<file path="src/rtl/bp_clint_arbiter_if.sv">
`default_nettype none
// ---------------------------------------------------------------------------
// bp_clint_arbiter_if: requester-side and CLINT-side bundle of the arbiter
// Revision: 1.0
// ---------------------------------------------------------------------------
interface bp_clint_arbiter_if #(
  parameter int num_req_p   = 4,
  parameter int msg_width_p = 32
);
  logic [num_req_p*msg_width_p-1:0] req_cmd_i;
  logic [num_req_p-1:0]             req_cmd_v_i;
  logic [num_req_p-1:0]             req_cmd_ready_o;
  logic [msg_width_p-1:0]           req_resp_o;
  logic [num_req_p-1:0]             req_resp_v_o;
  logic [num_req_p-1:0]             req_resp_yumi_i;
  logic [msg_width_p-1:0]           clint_cmd_o;
  logic                             clint_cmd_v_o;
  logic                             clint_cmd_ready_i;
  logic [msg_width_p-1:0]           clint_resp_i;
  logic                             clint_resp_v_i;
  logic                             clint_resp_yumi_o;
  logic                             error_o;

  // master = the surrounding system (requesters + slice), slave = the arbiter
  modport master (
    output req_cmd_i, req_cmd_v_i, req_resp_yumi_i,
    output clint_cmd_ready_i, clint_resp_i, clint_resp_v_i,
    input  req_cmd_ready_o, req_resp_o, req_resp_v_o,
    input  clint_cmd_o, clint_cmd_v_o, clint_resp_yumi_o, error_o
  );

  modport slave (
    input  req_cmd_i, req_cmd_v_i, req_resp_yumi_i,
    input  clint_cmd_ready_i, clint_resp_i, clint_resp_v_i,
    output req_cmd_ready_o, req_resp_o, req_resp_v_o,
    output clint_cmd_o, clint_cmd_v_o, clint_resp_yumi_o, error_o
  );
endinterface
`default_nettype wire

</file>
<file path="src/rtl/bp_clint_arbiter.sv">
`default_nettype none
// ---------------------------------------------------------------------------
// bp_clint_arbiter: round-robin CLINT command arbiter with in-order response steering
// Revision: 1.0
// ---------------------------------------------------------------------------
module bp_clint_arbiter #(
  parameter int num_req_p         = 4,
  parameter int msg_width_p       = 32,
  parameter int max_outstanding_p = 2
) (
  input  logic                 clk_i,
  input  logic                 reset_i,
  bp_clint_arbiter_if.slave    bus
);
  localparam int lg_num_req_lp = $clog2(num_req_p);
  localparam int ptr_w_lp      = (max_outstanding_p > 1) ? $clog2(max_outstanding_p) : 1;
  localparam int cnt_w_lp      = $clog2(max_outstanding_p + 1);

  logic [cnt_w_lp-1:0]      count;
  logic [lg_num_req_lp-1:0] rr_ptr;
  logic [lg_num_req_lp-1:0] tag_mem [max_outstanding_p];
  logic [ptr_w_lp-1:0]      rd_ptr;
  logic [ptr_w_lp-1:0]      wr_ptr;
  logic                     error_r;

  logic                     run;
  logic                     avail;
  logic                     any_v;
  logic                     found;
  logic [lg_num_req_lp-1:0] grant;
  logic [lg_num_req_lp-1:0] head;
  logic                     empty;
  logic                     cmd_v;
  logic                     issue;
  logic                     yumi;
  logic                     retire;
  logic                     stray;

  function automatic logic [ptr_w_lp-1:0] ptr_inc(input logic [ptr_w_lp-1:0] p);
    return (p == ptr_w_lp'(max_outstanding_p - 1)) ? '0 : p + ptr_w_lp'(1);
  endfunction

  always_comb begin
    grant = rr_ptr;
    found = 1'b0;
    for (int i = 0; i < num_req_p; i++) begin
      if (!found && bus.req_cmd_v_i[(int'(rr_ptr) + i) % num_req_p]) begin
        grant = lg_num_req_lp'((int'(rr_ptr) + i) % num_req_p);
        found = 1'b1;
      end
    end
  end

  // Every handshake output is forced low while reset is held.
  assign run    = reset_i;
  assign avail  = (count < cnt_w_lp'(max_outstanding_p));
  assign any_v  = |bus.req_cmd_v_i;
  assign cmd_v  = run & any_v & avail;
  assign issue  = cmd_v & bus.clint_cmd_ready_i;

  assign empty  = (count == '0);
  assign head   = tag_mem[rd_ptr];
  assign yumi   = run & bus.clint_resp_v_i & (empty | bus.req_resp_yumi_i[head]);
  assign retire = yumi & ~empty;
  assign stray  = run & bus.clint_resp_v_i & empty;

  assign bus.clint_cmd_v_o     = cmd_v;
  assign bus.clint_cmd_o       = bus.req_cmd_i[int'(grant)*msg_width_p +: msg_width_p];
  assign bus.req_cmd_ready_o   = (cmd_v & bus.clint_cmd_ready_i)
                               ? ({{(num_req_p-1){1'b0}}, 1'b1} << grant) : '0;
  assign bus.req_resp_o        = bus.clint_resp_i;
  assign bus.req_resp_v_o      = (run & ~empty & bus.clint_resp_v_i)
                               ? ({{(num_req_p-1){1'b0}}, 1'b1} << head) : '0;
  assign bus.clint_resp_yumi_o = yumi;
  assign bus.error_o           = error_r;

  always_ff @(posedge clk_i or negedge reset_i) begin
    if (!reset_i) begin
      count   <= '0;
      rr_ptr  <= '0;
      rd_ptr  <= '0;
      wr_ptr  <= '0;
      error_r <= 1'b0;
      for (int i = 0; i < max_outstanding_p; i++) tag_mem[i] <= '0;
    end else begin
      if (issue) begin
        tag_mem[wr_ptr] <= grant;
        wr_ptr          <= ptr_inc(wr_ptr);
        rr_ptr          <= (grant == lg_num_req_lp'(num_req_p - 1)) ? '0 : grant + lg_num_req_lp'(1);
      end
      if (retire) rd_ptr <= ptr_inc(rd_ptr);
      // Occupancy of the tag queue doubles as the credit count.
      if (issue && !retire)      count <= count + cnt_w_lp'(1);
      else if (retire && !issue) count <= count - cnt_w_lp'(1);
      if (stray) error_r <= 1'b1;
    end
  end
endmodule
`default_nettype wire

</file>
<file path="src/flat_wrapper.sv">
// flat-port wrapper written by rule: the top's interface ports become plain ports
module bp_clint_arbiter_flat 
#(
  parameter int num_req_p         = 4,
  parameter int msg_width_p       = 32,
  parameter int max_outstanding_p = 2
)
  (clk_i, reset_i, bus_req_cmd_i, bus_req_cmd_v_i, bus_req_resp_yumi_i, bus_clint_cmd_ready_i, bus_clint_resp_i, bus_clint_resp_v_i, bus_req_cmd_ready_o, bus_req_resp_o, bus_req_resp_v_o, bus_clint_cmd_o, bus_clint_cmd_v_o, bus_clint_resp_yumi_o, bus_error_o);
  bp_clint_arbiter_if #(.num_req_p(num_req_p), .msg_width_p(msg_width_p)) bus_i ();
  input  logic clk_i;
  input  logic reset_i;
  input wire logic [$bits(bus_i.req_cmd_i)-1:0] bus_req_cmd_i;
  input wire logic [$bits(bus_i.req_cmd_v_i)-1:0] bus_req_cmd_v_i;
  input wire logic [$bits(bus_i.req_resp_yumi_i)-1:0] bus_req_resp_yumi_i;
  input wire logic [$bits(bus_i.clint_cmd_ready_i)-1:0] bus_clint_cmd_ready_i;
  input wire logic [$bits(bus_i.clint_resp_i)-1:0] bus_clint_resp_i;
  input wire logic [$bits(bus_i.clint_resp_v_i)-1:0] bus_clint_resp_v_i;
  output wire logic [$bits(bus_i.req_cmd_ready_o)-1:0] bus_req_cmd_ready_o;
  output wire logic [$bits(bus_i.req_resp_o)-1:0] bus_req_resp_o;
  output wire logic [$bits(bus_i.req_resp_v_o)-1:0] bus_req_resp_v_o;
  output wire logic [$bits(bus_i.clint_cmd_o)-1:0] bus_clint_cmd_o;
  output wire logic [$bits(bus_i.clint_cmd_v_o)-1:0] bus_clint_cmd_v_o;
  output wire logic [$bits(bus_i.clint_resp_yumi_o)-1:0] bus_clint_resp_yumi_o;
  output wire logic [$bits(bus_i.error_o)-1:0] bus_error_o;
  assign bus_i.req_cmd_i = bus_req_cmd_i;
  assign bus_i.req_cmd_v_i = bus_req_cmd_v_i;
  assign bus_i.req_resp_yumi_i = bus_req_resp_yumi_i;
  assign bus_i.clint_cmd_ready_i = bus_clint_cmd_ready_i;
  assign bus_i.clint_resp_i = bus_clint_resp_i;
  assign bus_i.clint_resp_v_i = bus_clint_resp_v_i;
  assign bus_req_cmd_ready_o = bus_i.req_cmd_ready_o;
  assign bus_req_resp_o = bus_i.req_resp_o;
  assign bus_req_resp_v_o = bus_i.req_resp_v_o;
  assign bus_clint_cmd_o = bus_i.clint_cmd_o;
  assign bus_clint_cmd_v_o = bus_i.clint_cmd_v_o;
  assign bus_clint_resp_yumi_o = bus_i.clint_resp_yumi_o;
  assign bus_error_o = bus_i.error_o;
  bp_clint_arbiter #(.num_req_p(num_req_p), .msg_width_p(msg_width_p), .max_outstanding_p(max_outstanding_p)) u_core (.clk_i(clk_i), .reset_i(reset_i), .bus(bus_i));
endmodule
</file>
<file path="config.mk">
export PLATFORM = sky130hd
export DESIGN_NAME = bp_clint_arbiter_flat
export DESIGN_NICKNAME = d
export VERILOG_FILES = /design/src/rtl/bp_clint_arbiter_if.sv /design/src/rtl/bp_clint_arbiter.sv /design/src/flat_wrapper.sv
export SDC_FILE = /design/constraint.sdc
export NUM_CORES = 1
export LEC_CHECK = 0
export CAP_MARGIN = 20
export CORE_AREA = 2 2 97 99
export DETAILED_ROUTE_END_ITERATION = 6
export DIE_AREA = 0 0 99 101
export PLACE_DENSITY = 0.78
export REMOVE_ABC_BUFFERS = 1
export SLEW_MARGIN = 10
export SYNTH_ARGS = -nofsm -noshare
export SYNTH_HDL_FRONTEND = slang
export SYNTH_SLANG_ARGS = --single-unit
</file>
<file path="constraint.sdc">
create_clock -name clk_i -period 2.6 [get_ports clk_i]
set_clock_uncertainty 0.2 [all_clocks]
set_input_delay 0.52 -clock clk_i [delete_from_list [all_inputs] [get_ports clk_i]]
set_output_delay 0.52 -clock clk_i [all_outputs]
set_load 0.05 [all_outputs]
</file>
After elaboration in Yosys (flattened, before gate mapping)
Cells that the tools add are included.
- register bits: 11
- input port bits: 172
- word-level logic and storage cells: 93
- $add $sub $neg: 8
- magnitude comparators: 9
- equal/unequal tests: 1
- shift operators: 3
- multiplexer cells: 32
- bitwise logic cells: 16
- reduce and logical (&&, ||, !) cells: 17
- operator list (operator ; number):
    128-bit by 8-bit indexed part select with 32-bit output ; 1
    2-bit 2-to-1 mux ; 10
    1-bit 2-to-1 mux ; 13
    3-bit by 4-bit < comparator with 1-bit output, second input constant ; 3
    1-bit binary-select mux with 2-bit select ; 5
    1-bit bitwise AND ; 9
    4-bit 2-to-1 mux ; 2
    1-bit by 2-bit << shifter with 4-bit output, first input constant ; 2
    2-bit by 1-bit adder with 2-bit output, second input constant ; 3
    1-bit logical AND ; 6
    2-bit by 3-bit < comparator with 1-bit output, second input constant ; 2
    2-bit OR reduction ; 3
    1-bit zero test ; 5
    2-bit adder, second input constant ; 2
    4-bit bitwise mux ; 1
    2-bit >= comparator, second input constant ; 2
    1-bit inverter with 2-bit output ; 2
    4-bit OR reduction ; 1
    1-bit bitwise AND, first input constant ; 3
    1-bit adder, second input constant ; 2
    2-bit demux with 1-bit select ; 1
    2-bit equality test, second input constant ; 1
    2-bit zero test ; 1
    2-bit by 1-bit < comparator with 1-bit output, second input constant ; 1
    other kinds (5) ; 5

Depth between registers and ports, before layout
- depth after elaboration: 16
- gate-level depth with buffers: 9
- gate-level depth less buffers: 8

Worst setup path before layout
Ideal clock, no wire load.
- kind: input-to-output
- start: input bus_req_cmd_v_i[2]
- end: output bus_clint_cmd_o[10]
- arrival time: 2550 ps
- slack: -670 ps
- cell stages on the path: 9
- path buffers: 3
- path through: or3_1 > and4b_1 > or2_1 > buf_6 > clkinv_2 > buf_12 > buf_8 > nand2_1 > a32oi_1
- longest elaborated chain between the ends: 13
- elaborated cells on any way between the ends: 24
- those cells by class: shift: 1; mux: 17; reduce/logical: 6
- RTL lines (what ; RTL line ; RTL):
    start, declared ; flat_wrapper.sv:13 ; input wire logic [$bits(bus_i.req_cmd_v_i)-1:0] bus_req_cmd_v_i;
    1-bit binary-select mux with 2-bit select ; bp_clint_arbiter.sv:47 ; if (!found && bus.req_cmd_v_i[(int'(rr_ptr) + i) % num_req_p]) begin
    1-bit 2-to-1 mux (implied by the code) ; bp_clint_arbiter.sv:47 ;
    1-bit 2-to-1 mux ; bp_clint_arbiter.sv:47 ;
    1-bit zero test ; bp_clint_arbiter.sv:47 ;
    1-bit logical AND ; bp_clint_arbiter.sv:47 ;
    1-bit 2-to-1 mux ; bp_clint_arbiter.sv:47 ;
    1-bit zero test ; bp_clint_arbiter.sv:47 ;
    1-bit logical AND ; bp_clint_arbiter.sv:47 ;
    1-bit 2-to-1 mux ; bp_clint_arbiter.sv:47 ;
    1-bit zero test ; bp_clint_arbiter.sv:47 ;
    1-bit logical AND ; bp_clint_arbiter.sv:47 ;
    2-bit 2-to-1 mux * ; bp_clint_arbiter.sv:47 ;
    128-bit by 8-bit indexed part select with 32-bit output * ; bp_clint_arbiter.sv:68 ; assign bus.clint_cmd_o = bus.req_cmd_i[int'(grant)*msg_width_p +: msg_width_p];
    end, declared ; flat_wrapper.sv:21 ; output wire logic [$bits(bus_i.clint_cmd_o)-1:0] bus_clint_cmd_o;
Every way passes the cells marked *; elsewhere a longest branch is shown, timed or not. The select of a mux whose other input is x is not followed.

Worst setup path in the final report
- start: input bus_req_cmd_v_i[2]
- end: output bus_clint_cmd_o[11]
Same word-level chain as after synthesis.

==> results.toml <==
[status]
outcome = "finished, violations left"
violations = "setup timing"

[yosys]
synth_edf_count = 0
ys_ff_latch = 11
netlist_area_mm2 = 0.001971
synth_cell_type_count = 39
synthFlopType = "dfrtp_1"
synth.area.top_cells = "nand2_1 (19%), a32oi_1 (15%), dfrtp_1 (14%)"
synth_warnings = 0
yosysTopAreaCell = "nand2_1"
synthArstFlopShare_pct = 100.0
synth.most_common_cell = "nand2_1"
ys_top_cells_by_count = "nand2_1 (100), a21oi_1 (35), a32oi_1 (33), buf_4 (32), dfrtp_1 (11)"
synth.avg_cell_area_um2 = 6.635
synth_top_cell_area_share_pct = 19.05
synth-seq-area-share_pct = 13.97
synth_cells = 297

[floorplan]
rows = 35
start_util_pct = 21.95
ioPinCount = 247
fp.dieH_um = 101
die-area_mm2 = 0.009999
core_area_mm2 = 0.008977
die_w_um = 99

[grt]
grt.met2_usage_pct = 39.60
grt_pass1_vias = 3280
use_met1_pct = 26.60
grt_pass1_wl_um = 17830
antenna_found_initial = 0
grt_use_total_pct = 23.14
overflow = 0
grt_max_degree = 26
grt_busiest_layer = "met2"
grt_use_met3_pct = 8.599

[pwr]
combPwrFrac_pct = 92.2
clockPowerShare_pct = 2.5
ir_drop_uv = 695.9
power_density_mw_per_mm2 = 1234
p_int_mw = 3.323
seq_power_share_pct = 5.3
p_sw_mw = 3.382
swShare_pct = 50.44
leakage_nw = 2.092

[sta]
slew_viol_final = 0
fmax_ghz = 0.3224
min_period_ns = 3.102
grt_setup_unrepaired = "true"
setup_slack_ns = -0.5018
worstMarginPinSlew_ns = 0.5066
period_share_pct = 119.3
hold_viol_final = 0
final-setup-viol-count = 36
slew-limit-headroom_pct = 66.12
timing.hold.ws_ns = 0.2771

[worst_setup_path]
start_kind = "input port"
crit_required_ns = 1.88
cp_max_fo = 7
crit_chain = "buf_8, or3_1, and4b_1, or2_4, buf_12, clkinv_8, buf_12, buf_12, nand2_4, a32oi_4, buf_12"
arrival_ns = 2.38
cpPeakStageDelay_ns = 0.36
critPathKind = "input port to primary output"
ff2ff_setup_slack_ns = 0.17
crit_path_frequent_cell = "buf_12"
cpMaxStageDelayCell = "or3_1"
end_kind = "primary output"

[place]
gp_congestion = 0.7797
io_buffers = 182
dpl.hpwl_um = 7570
dpl_cell_area_mm2 = 0.004164

[routing]
drt-vias-per-instance = 5.216
routed_wl_um = 12370
antenna_left = 0
drtIter0Drc = 94
wl_per_cell_um = 21.18
vias = 3046
drcViolationCount = 0
first_pass_iters = 4

[finish]
syn_to_final_growth_pct = 175.7
final_cell_area_mm2 = 0.005434
antenna_cells = 0
drive_above_1_share_pct = 42.71
nets = 651
fill_cells = 697
multi_input_area_mm2 = 0.002037
regArea_um2 = 276.5

[clocking]
cts_hold_buf = 0
root_buffer = "clkbuf_8"
numCtsBuffers = 3
clkSinkCount = 11
clockBufferDepth = 2
tritoncts = "done"
path_clk_slew_ns = 0.05
clk_latency_ns = 0.23
h-tree-depth = 1

[job]
cap_violations = 0

[min_path]
hp-class = "flip-flop to flip-flop"
==> flip-flops by register name, indices dropped and copies added (netlist names) <==
name and count:
u_core.count 2, u_core.wr_ptr 1, u_core.bus.error_o 1, u_core.tag_mem 4, u_core.rd_ptr 1, u_core.rr_ptr 2
==> through the flow <==
stage	worst slack [ns]	instances	total power, mW	utilization, %	TNS (ns)
CTS	-0.4815	584	6.465	59.00	-15.30
floorplan	-2.630	241	2.572	-	-99.41
global route	-0.5454	584	6.964	60.53	-17.61
global placement	-0.8881	560	4.728	46.38	-30.38
detailed placement	-0.9468	560	4.807	46.38	-31.91
finish	-0.5018	584	6.705	60.53	-15.44
==> logic make-up after synthesis <==
kind of cell	count (synthesis)	share of synthesized area [%]
flip-flops	11	13.97
adder cells (fa/ha/maj)	5	3.175
buffers and inverters	61	21.97
AND/OR/NAND/NOR	134	29.27
multiplexers	5	2.730
XOR/XNOR	5	2.223
AO/OA/AOI/OAI	76	26.67
==> power groups by stage <==
stage	registers [mW]	logic, mW	clock network, mW
after global routing	0.372	6.41	0.184
after floorplan	0.339	2.23	0
final	0.358	6.18	0.168
after CTS	0.343	5.95	0.173
after detailed placement	0.344	4.46	0
after global placement	0.336	4.39	0
==> critical path, delay by kind of cell <==
kind            cells  cell delay (ns)
compound gates      1             0.28
buf+inv             6             0.73
simple gates        4             0.84
==> timing repair <==
action	in CTS	in global routing
resized for setup	164	30
setup buffers	11	2
cloned	9	0
pin swaps	46	14
setup endpoints to repair	39	38
==> area by class of cell <==
class | instances | share of cell area (%)
timing repair buffer | 228 | 53.47
multi-input combinational | 225 | 37.49
sequential | 11 | 5.089
tap | 111 | 2.556
clock buffer | 4 | 0.8289
inverter | 5 | 0.5756
==> path summary, 6_finish.rpt <==
path                                    start                  end  cells after the start
max                        bus_req_cmd_v_i[2]  bus_clint_cmd_o[11]                     11
min in group asynchronous             reset_i   u_core.bus.error_o                      2
min                        u_core.bus.error_o   u_core.bus.error_o                      1
min reg2reg                u_core.bus.error_o   u_core.bus.error_o                      1
max in group asynchronous             reset_i        u_core.rd_ptr                      2
max reg2reg                  u_core.rr_ptr[1]    u_core.tag_mem[3]                      9
==> cells in the final DEF (no fill, tap or decap), types with 4 or more instances in the layout <==
cell	netlist	final
buf_8	3	6
dfrtp_1	11	10
buf_12	1	50
nor2_1	9	9
a21oi_1	35	18
clkdlybuf4s50_1	0	136
and3_4	0	4
a32oi_4	0	13
nand2_2	0	25
a21oi_2	0	12
buf_16	0	8
nand2_1	100	59
a21oi_4	0	5
buf_4	32	19
nand2_4	0	16
buf_6	3	6
a32oi_2	0	19
nor2b_1	7	7
==> metal layers <==
metal | wire length, um | up-vias | part of all wire, %
met2 | 6273 | 204 | 51
met4 | 330 | 2 | 2.7
met5 | 40 | - | 0.32
met3 | 1089 | 34 | 8.8
met1 | 4635 | 1431 | 37
li1 | - | 1375 | -
(Power assumes the default switching activity.)
